## src/rtl/writeback_arbiter.sv

```systemverilog
// rtl/writeback_arbiter.sv - merges ALU and load results onto the register-file write port, diverting R15 to the PC
// Optional feature: define WB_LOAD_BYPASS_EN to let a load skip the FIFO when the FIFO is empty and the ALU is idle.
module writeback_arbiter #(
  parameter int DEPTH        = 4,
  parameter int STARVE_LIMIT = 3
) (
  input  logic        clk,
  input  logic        reset,
  input  logic        alu_valid,
  input  logic [3:0]  alu_rd,
  input  logic [31:0] alu_result,
  output logic        alu_stall,
  input  logic        ld_valid,
  output logic        ld_ready,
  input  logic [3:0]  ld_rd,
  input  logic [31:0] ld_data,
  output logic        we3,
  output logic [3:0]  wa3,
  output logic [31:0] wd3,
  output logic        pc_we,
  output logic [31:0] pc_wdata
);

  localparam int AW = $clog2(DEPTH);
  localparam int SW = $clog2(STARVE_LIMIT + 1);

  logic [3:0]    fifo_rd   [DEPTH];
  logic [31:0]   fifo_data [DEPTH];
  logic [AW-1:0] wr_ptr;
  logic [AW-1:0] rd_ptr;
  logic [AW:0]   count;
  logic [SW-1:0] starve_cnt;

  logic          empty;
  logic          full;
  logic          force_ld;
  logic          alu_win;
  logic          pop;
  logic          push;
  logic          byp;
  logic          win_valid;
  logic [3:0]    win_rd;
  logic [31:0]   win_data;

  assign empty    = (count == '0);
  assign full     = (count == (AW + 1)'(DEPTH));
  assign ld_ready = !full && !reset;

  // The queue head is forced out once the ALU has starved it long enough.
  assign force_ld  = !empty && (starve_cnt == SW'(STARVE_LIMIT));
  assign alu_stall = force_ld;
  assign alu_win   = alu_valid && !force_ld;
  assign pop       = !empty && !alu_win;

`ifdef WB_LOAD_BYPASS_EN
  assign byp = empty && !alu_valid && ld_valid && !reset;
`else
  assign byp = 1'b0;
`endif

  assign push = ld_valid && ld_ready && !byp;

  // Select this cycle's single writer: ALU, FIFO head, or a bypassed load.
  always_comb begin
    win_valid = 1'b0;
    win_rd    = '0;
    win_data  = '0;
    if (alu_win) begin
      win_valid = 1'b1;
      win_rd    = alu_rd;
      win_data  = alu_result;
    end else if (pop) begin
      win_valid = 1'b1;
      win_rd    = fifo_rd[rd_ptr];
      win_data  = fifo_data[rd_ptr];
    end else if (byp) begin
      win_valid = 1'b1;
      win_rd    = ld_rd;
      win_data  = ld_data;
    end
  end

  // Load FIFO storage; contents need no reset because count gates every read.
  always_ff @(posedge clk) begin
    if (push) begin
      fifo_rd[wr_ptr]   <= ld_rd;
      fifo_data[wr_ptr] <= ld_data;
    end
  end

  // FIFO pointers and occupancy; reset drops any queued loads.
  always_ff @(posedge clk) begin
    if (reset) begin
      wr_ptr <= '0;
      rd_ptr <= '0;
      count  <= '0;
    end else begin
      if (push) wr_ptr <= wr_ptr + AW'(1);
      if (pop)  rd_ptr <= rd_ptr + AW'(1);
      case ({push, pop})
        2'b10:   count <= count + (AW + 1)'(1);
        2'b01:   count <= count - (AW + 1)'(1);
        default: count <= count;
      endcase
    end
  end

  // Count consecutive ALU wins while a load waits; saturates at the limit.
  always_ff @(posedge clk) begin
    if (reset || pop || empty) begin
      starve_cnt <= '0;
    end else if (alu_win && (starve_cnt != SW'(STARVE_LIMIT))) begin
      starve_cnt <= starve_cnt + SW'(1);
    end
  end

  // Register the winner onto either the register-file port or the PC port.
  always_ff @(posedge clk) begin
    if (reset) begin
      we3      <= 1'b0;
      wa3      <= '0;
      wd3      <= '0;
      pc_we    <= 1'b0;
      pc_wdata <= '0;
    end else begin
      we3   <= 1'b0;
      pc_we <= 1'b0;
      if (win_valid) begin
        if (win_rd == 4'd15) begin
          pc_we    <= 1'b1;
          pc_wdata <= win_data;
        end else begin
          we3 <= 1'b1;
          wa3 <= win_rd;
          wd3 <= win_data;
        end
      end
    end
  end

endmodule

```

## config.mk

```make
export PLATFORM = sky130hd
export DESIGN_NAME = writeback_arbiter
export DESIGN_NICKNAME = d
export VERILOG_FILES = /design/src/rtl/writeback_arbiter.sv
export SDC_FILE = /design/constraint.sdc
export NUM_CORES = 1
export LEC_CHECK = 0
export BUFFER_PORTS_ARGS = -buffer_cell sky130_fd_sc_hd__buf_2
export CORE_MARGIN = 2
export CORE_UTILIZATION = 45
export CTS_BUF_LIST = sky130_fd_sc_hd__clkbuf_2
export DETAILED_ROUTE_END_ITERATION = 10
export PLACE_DENSITY = 0.75
export SETUP_SLACK_MARGIN = 0.3
export SLEW_MARGIN = 20
export SYNTH_ARGS = -nofsm -noshare
export SYNTH_HDL_FRONTEND = slang
export SYNTH_SLANG_ARGS = --single-unit
```

## constraint.sdc

```tcl
create_clock -name clk -period 6.69 [get_ports clk]
set_clock_uncertainty 0.15 [all_clocks]
set_input_delay 0.3345 -clock clk [delete_from_list [all_inputs] [get_ports clk]]
set_output_delay 0.3345 -clock clk [all_outputs]
set_load 0.05 [all_outputs]
```

==> results of run 1 <==
## repair_timing
action | CTS | global route
hold endpoints to repair | 219 | 0
setup buffers | 0 | 0
hold buffers | 83 | 0
## layout by cell type, fill, tap and decap left out, types with 3 or more instances in the layout
master | synthesis | layout
a211oi_1 | 3 | 3
a21oi_1 | 4 | 4
a22oi_1 | 32 | 32
and3_1 | 4 | 4
buf_2 | 5 | 146
buf_4 | 1 | 9
clkbuf_2 | 0 | 78
clkinv_1 | 0 | 10
clkinv_2 | 0 | 3
dfxtp_1 | 81 | 80
diode_2 | 0 | 3
dlygate4sd3_1 | 0 | 83
edfxtp_1 | 144 | 144
ha_1 | 6 | 6
inv_1 | 8 | 8
mux2_2 | 35 | 35
mux2_4 | 30 | 30
mux4_2 | 34 | 34
nand2_1 | 5 | 5
nor2_1 | 41 | 41
nor2b_1 | 64 | 64
o22ai_1 | 3 | 3
or2_2 | 2 | 3
xnor2_1 | 3 | 3
## synth_stat cells (all sizes together)
library cell  instances  area (um2)
edfxtp              144        4320
dfxtp                81        1620
mux2                 66         856
nor2b                64         400
nor2                 41         154
mux4                 35         792
a22oi                32         240
clkbuf               19        71.3
buf                  16         156
inv                   9        33.8
ha                    6        75.1
nand2                 5        18.8
a21oi                 4        20.0
and3                  4        25.0
a211oi                3        22.5
o21ai                 3        26.3
o22ai                 3        18.8
or2                   3        18.8
xnor2                 3        26.3
and2                  2        12.5
mux2i                 2        20.0
nand2b                2        12.5
nand3                 2        15.0
o31ai                 2        28.8
or3                   2        12.5
xor2                  2        17.5
a31o                  1        8.76
a31oi                 1        21.3
and4                  1        11.3
fa                    1        20.0
nor4b                 1        8.76
nor4bb                1        10.0
o32a                  1        10.0
## per-layer routing
metal	GRT usage	vias to the layer above	share of wire
met5	0	-	0
met4	0.0942	0	0.039
met3	0.0513	62	0.067
met2	0.312	254	0.48
met1	0.252	2726	0.42
li1	-	2665	-
## path summary, 6_finish.rpt
| kind | start | slack (ps) | endpoint |
|---|---|---|---|
| setup / recovery | register | 2600 | pc_wdata[10] |
| hold / removal | ld_data[11] | 140 | fifo_data[0][11] |
| setup reg to reg | register | 2600 | pc_wdata[10] |
| hold reg to reg | wa3[3] | 320 | wa3[3] |
## cell families after synthesis
group | synth area share
flops | 0.653
simple gates | 0.0768
mux | 0.183
compound gates | 0.0435
buf+inv | 0.0287
fa+ha+maj | 0.0104
xor+xnor | 0.00481
## sequential cells by signal, indices dropped and copies added, names as in the netlist, 2 cells and up, named ones only
signal      cells
count           3
fifo_data     128
fifo_rd        16
pc_wdata       32
rd_ptr          2
starve_cnt      2
wa3             4
wd3            32
wr_ptr          2
## report_power, final
group          internal (mW)  total (mW)  switching (mW)  leakage (nW)
Sequential              1.59        1.65          0.0576          1.97
Clock                  0.349       0.864           0.514         0.366
Combinational          0.432        1.05           0.619          2.24
Total                   2.37        3.56            1.19          4.57
## per-stage QoR
stage / power (mW) / utilization / std cells / worst slack, ps / instance area [um2]
4_1_cts: 3.58 / 0.568 / 1130 / 2600 / 11400
5_1_grt: 3.75 / 0.568 / 1133 / 2380 / 11400
3_3_place_gp: 2.62 / 0.500 / 952 / 3160 / 10000
2_1_floorplan: 2.44 / - / 562 / 3560 / 9110
3_5_place_dp: 2.67 / 0.502 / 954 / 3090 / 10100
6_report: 3.56 / 0.568 / 1133 / 2600 / 11400
## cell type report
| cell class | instances | area (um2) |
|---|---|---|
| Fill cell | 1582 | 8660 |
| Sequential cell | 225 | 5950 |
| Multi-Input combinational cell | 293 | 2900 |
| Timing Repair Buffer | 240 | 1670 |
| Clock buffer | 78 | 390 |
| Tap cell | 270 | 338 |
| Clock inverter | 15 | 90.1 |
| Inverter | 9 | 33.8 |
| Antenna cell | 3 | 7.51 |
==> impl_metrics.env, run 1 <==
export IMPL_slowest_stage="or2_2"
export IMPL_whs_ps=138
export IMPL_die_h_um=146
export IMPL_worstSetupPathDepth=7
export IMPL_setup_violations=0
export IMPL_worst_pin_slew_ps=1130
export IMPL_cts_resized=0
export IMPL_cts_sinks=225
export IMPL_initial_core_util=0.455
export IMPL_first_pass_iters=5
export IMPL_row_count=52
export IMPL_antenna_found_initial=3
export IMPL_syn_nets=645
export IMPL_powerDensity_nw_per_um2=313
export IMPL_core_um2=20000
export IMPL_final_net_count=905
export IMPL_die_area_um2=21400
export IMPL_hpwl_um=12800
export IMPL_synth_seq_cells=225
export IMPL_clock_path_buffers=3
export IMPL_viasPerCell=5.04
export IMPL_synth_avg_cell_area_um2=16.2
export IMPL_min_period_over_period=0.611
export IMPL_grt_pass1_vias=6080
export IMPL_pin_count=148
export IMPL_slew_headroom=0.249
export IMPL_path_delay_family="buffers and inverters"
export IMPL_tritoncts="built"
export IMPL_dr_first_iter_drc_count=561
export IMPL_period_minus_slack_ps=4090
export IMPL_min_path_cells=2
export IMPL_crit_arrival_ps=4640
export IMPL_cts_root_buf="clkbuf_2"
export IMPL_drive_gt1_frac=0.407
export IMPL_cp_data_required_time_ps=7240
export IMPL_vdd_drop_max_v=0.000116
export IMPL_grt_overflow=0
export IMPL_clk_pin_slew_ps=110
export IMPL_dieWidth_um=146
export IMPL_cts_htree_levels=2
export IMPL_p_leak_nw=4.57
export IMPL_syn_to_final_growth_pct=24.9
export IMPL_yosysSeqAreaShare=0.653
export IMPL_netlist_cell_type_count=45
export IMPL_wirelength_um=20700
export IMPL_vias=5707
export IMPL_syn_inst=562
export IMPL_cts_buffers=53
export IMPL_place_gp_congestion=0.821
export IMPL_antenna_left=0
export IMPL_drc_errors=0
export IMPL_cp_end_kind="register"
export IMPL_outcome="finished clean"
export IMPL_grt_use_total=0.196
export IMPL_routedWlPerCell_um=18.2
export IMPL_clk_insertion_delay_late_ps=800
export IMPL_fmax_mhz=245
export IMPL_rsz0062_at_grt="no"
export IMPL_start_kind="register"
export IMPL_slowest_delay_ps=890
export IMPL_drv_slew=0
export IMPL_critPathKind="reg2reg"
export IMPL_cp_cell_sequence="buf_4 > mux4_1 > and4_4 > a31oi_4 > or2_2 > mux2_4 > dlygate4sd3_1"
export IMPL_worstPathMaxFanout=38
export IMPL_synth_area_um2=9110
export IMPL_hold_class="in2reg"
export IMPL_grt_max_degree=67
export IMPL_maxCapViolCount=0
export IMPL_final_setup_tns_ps=0
export IMPL_reg2reg_depth=7
export IMPL_final_hold_viol_count=0
export IMPL_synth_warning_count=0
export IMPL_grt_first_pass_wirelength_um=32800
export IMPL_port_buffers=147
export IMPL_critical_path_buf_inv_count=2
Power figures use the tool's default switching activity.
==> inputs of run 2 (changes only) <==
- clock period: 6.69 -> 3.9 ns (I/O delays scaled with it)
==> run 2 against run 1 <==
Critical path depth is 1 higher. Sequential share of layout area fell by 1.6 points. First-iteration DRC count shrank 13%. Setup slack got worse by 2200 ps. Power rose by 71%. Count of clock-buffer cells in the layout grew 1. Non-clock buffer count is 40 higher. Critical endpoint is now pc_wdata[9]. Largest cell class unchanged. Highest routed layer unchanged.
==> impl_metrics.env, run 2 (same netlist as run 1, synthesis figures left out) <==
export IMPL_grt_pass1_vias=6232
export IMPL_dieWidth_um=146
export IMPL_cp_cell_sequence="o31ai_4 > nand3_2 > dlygate4sd3_1 > o32a_1 > or2_2 > buf_6 > mux2_4 > dlygate4sd3_1"
export IMPL_cts_root_buf="clkbuf_2"
export IMPL_antenna_left=0
export IMPL_fin_ws_ps=366
export IMPL_initial_core_util=0.455
export IMPL_largest_register_ffs=128
export IMPL_critPathMostFrequentCell="dlygate4sd3_1"
export IMPL_final_net_count=943
export IMPL_cts_sinks=225
export IMPL_power_mw=6.09
export IMPL_min_period_over_period=0.906
export IMPL_die_area_um2=21400
export IMPL_first_pass_iters=5
export IMPL_hpwl_um=13000
export IMPL_rr_endpoint="pc_wdata[9]"
export IMPL_grt_overflow=0
export IMPL_drv_slew=0
export IMPL_maxCapViolCount=0
export IMPL_cts_htree_levels=2
export IMPL_regMostFlops="fifo_data"
export IMPL_drive_gt1_frac=0.389
export IMPL_r2r_slack_ps=370
export IMPL_core_um2=20000
export IMPL_outcome="finished clean"
export IMPL_syn_to_final_growth_pct=28.9
export IMPL_dr_first_iter_drc_count=488
export IMPL_finalCoreUtilization=0.586
export IMPL_routedWlPerCell_um=18.1
export IMPL_slowest_delay_ps=590
export IMPL_path_delay_family="buffers and inverters"
export IMPL_clk_pin_slew_ps=120
export IMPL_place_gp_congestion=0.827
export IMPL_die_h_um=146
export IMPL_hold_class="in2reg"
export IMPL_drc_errors=0
export IMPL_worstSetupPathDepth=8
export IMPL_critPathLaunch="count[0]"
export IMPL_vias=5984
export IMPL_cp_end_kind="register"
export IMPL_wirelength_um=21300
export IMPL_r2r_start="count[0]"
export IMPL_pin_count=148
export IMPL_antenna_found_initial=5
export IMPL_grt_use_total=0.199
export IMPL_worstPathMaxFanout=33
export IMPL_viasPerCell=5.09
export IMPL_worst_pin_slew_ps=638
export IMPL_critPathKind="reg2reg"
export IMPL_row_count=52
export IMPL_cp_endpoint="pc_wdata[9]"
export IMPL_port_buffers=147
export IMPL_rsz0062_at_grt="no"
export IMPL_crit_arrival_ps=4090
export IMPL_slowest_stage="dlygate4sd3_1"
export IMPL_tritoncts="built"
export IMPL_fmax_mhz=283
export IMPL_final_hold_viol_count=0
export IMPL_grt_first_pass_wirelength_um=33300
export IMPL_cts_buffers=51
export IMPL_reg2reg_depth=8
export IMPL_whs_ps=131
export IMPL_final_common_cell="buf_2"
export IMPL_powerDensity_nw_per_um2=518
export IMPL_period_minus_slack_ps=3530
export IMPL_final_setup_tns_ps=0
export IMPL_pre_cts_ws_ps=928
export IMPL_mostFrequentLayoutCells="buf_2, edfxtp_1, dlygate4sd3_1, dfxtp_1, clkbuf_2"
export IMPL_vdd_drop_max_v=0.000271
export IMPL_p_leak_nw=4.73
export IMPL_critical_path_buf_inv_count=3
export IMPL_grt_max_degree=65
export IMPL_cp_data_required_time_ps=4460
export IMPL_slew_headroom=0.574
export IMPL_setup_violations=0
export IMPL_clock_path_buffers=3
export IMPL_reg_top3="fifo_data (128), pc_wdata (32), wd3 (32)"
export IMPL_start_kind="register"
export IMPL_cts_setup_buffers=0
export IMPL_clk_insertion_delay_late_ps=830
## run 2: power by group
| group | internal, mW | total (mW) | switching (mW) | leakage [nW] |
|---|---|---|---|---|
| registers | 2.73 | 2.85 | 0.113 | 1.97 |
| logic | 0.745 | 1.79 | 1.05 | 2.41 |
| clock network | 0.543 | 1.45 | 0.905 | 0.361 |
## run 2: worst min-delay path by stage
| stage | from | end | slack (ps) | cells after the start |
|---|---|---|---|---|
| final | ld_data[31] | fifo_data[1][31] | 130 | 2 |
| after global routing | ld_data[31] | fifo_data[1][31] | 60 | 2 |
| after CTS | ld_data[31] | fifo_data[1][31] | 70 | 2 |
| after detailed placement | ld_data[1] | fifo_data[0][1] | 260 | 1 |
| after global placement | ld_data[10] | fifo_data[3][10] | 250 | 1 |
| after floorplan | ld_data[0] | fifo_data[0][0] | 140 | 0 |
## run 2: cell type report
type | instances | area, um2
antenna | 5 | 12.5
clock buffer | 79 | 395
clock inverter | 14 | 63.8
fill | 1559 | 8290
inverter | 9 | 33.8
multi-input combinational | 293 | 2900
sequential | 225 | 5950
tap | 270 | 338
timing repair buffer | 280 | 2050
## run 2: through the flow
stage / std cells / instance area [um2]
2_1_floorplan: 562 / 9110
3_3_place_gp: 954 / 10000
3_5_place_dp: 954 / 10000
4_1_cts: 1170 / 11700
5_1_grt: 1175 / 11700
6_report: 1175 / 11700
## run 2: timing repair
item / 4_1_cts / 5_1_grt
hold buffers: 123 / 0
resized for setup: 0 / 2
hold endpoints to repair: 319 / 0
endpoints found under the setup margin: 0 / 2
## run 2: metal layers
metal | share of wire | GRT usage
met3 | 0.073 | 0.0484
met1 | 0.40 | 0.252
met2 | 0.49 | 0.324
met5 | 0 | 0
met4 | 0.037 | 0.0922
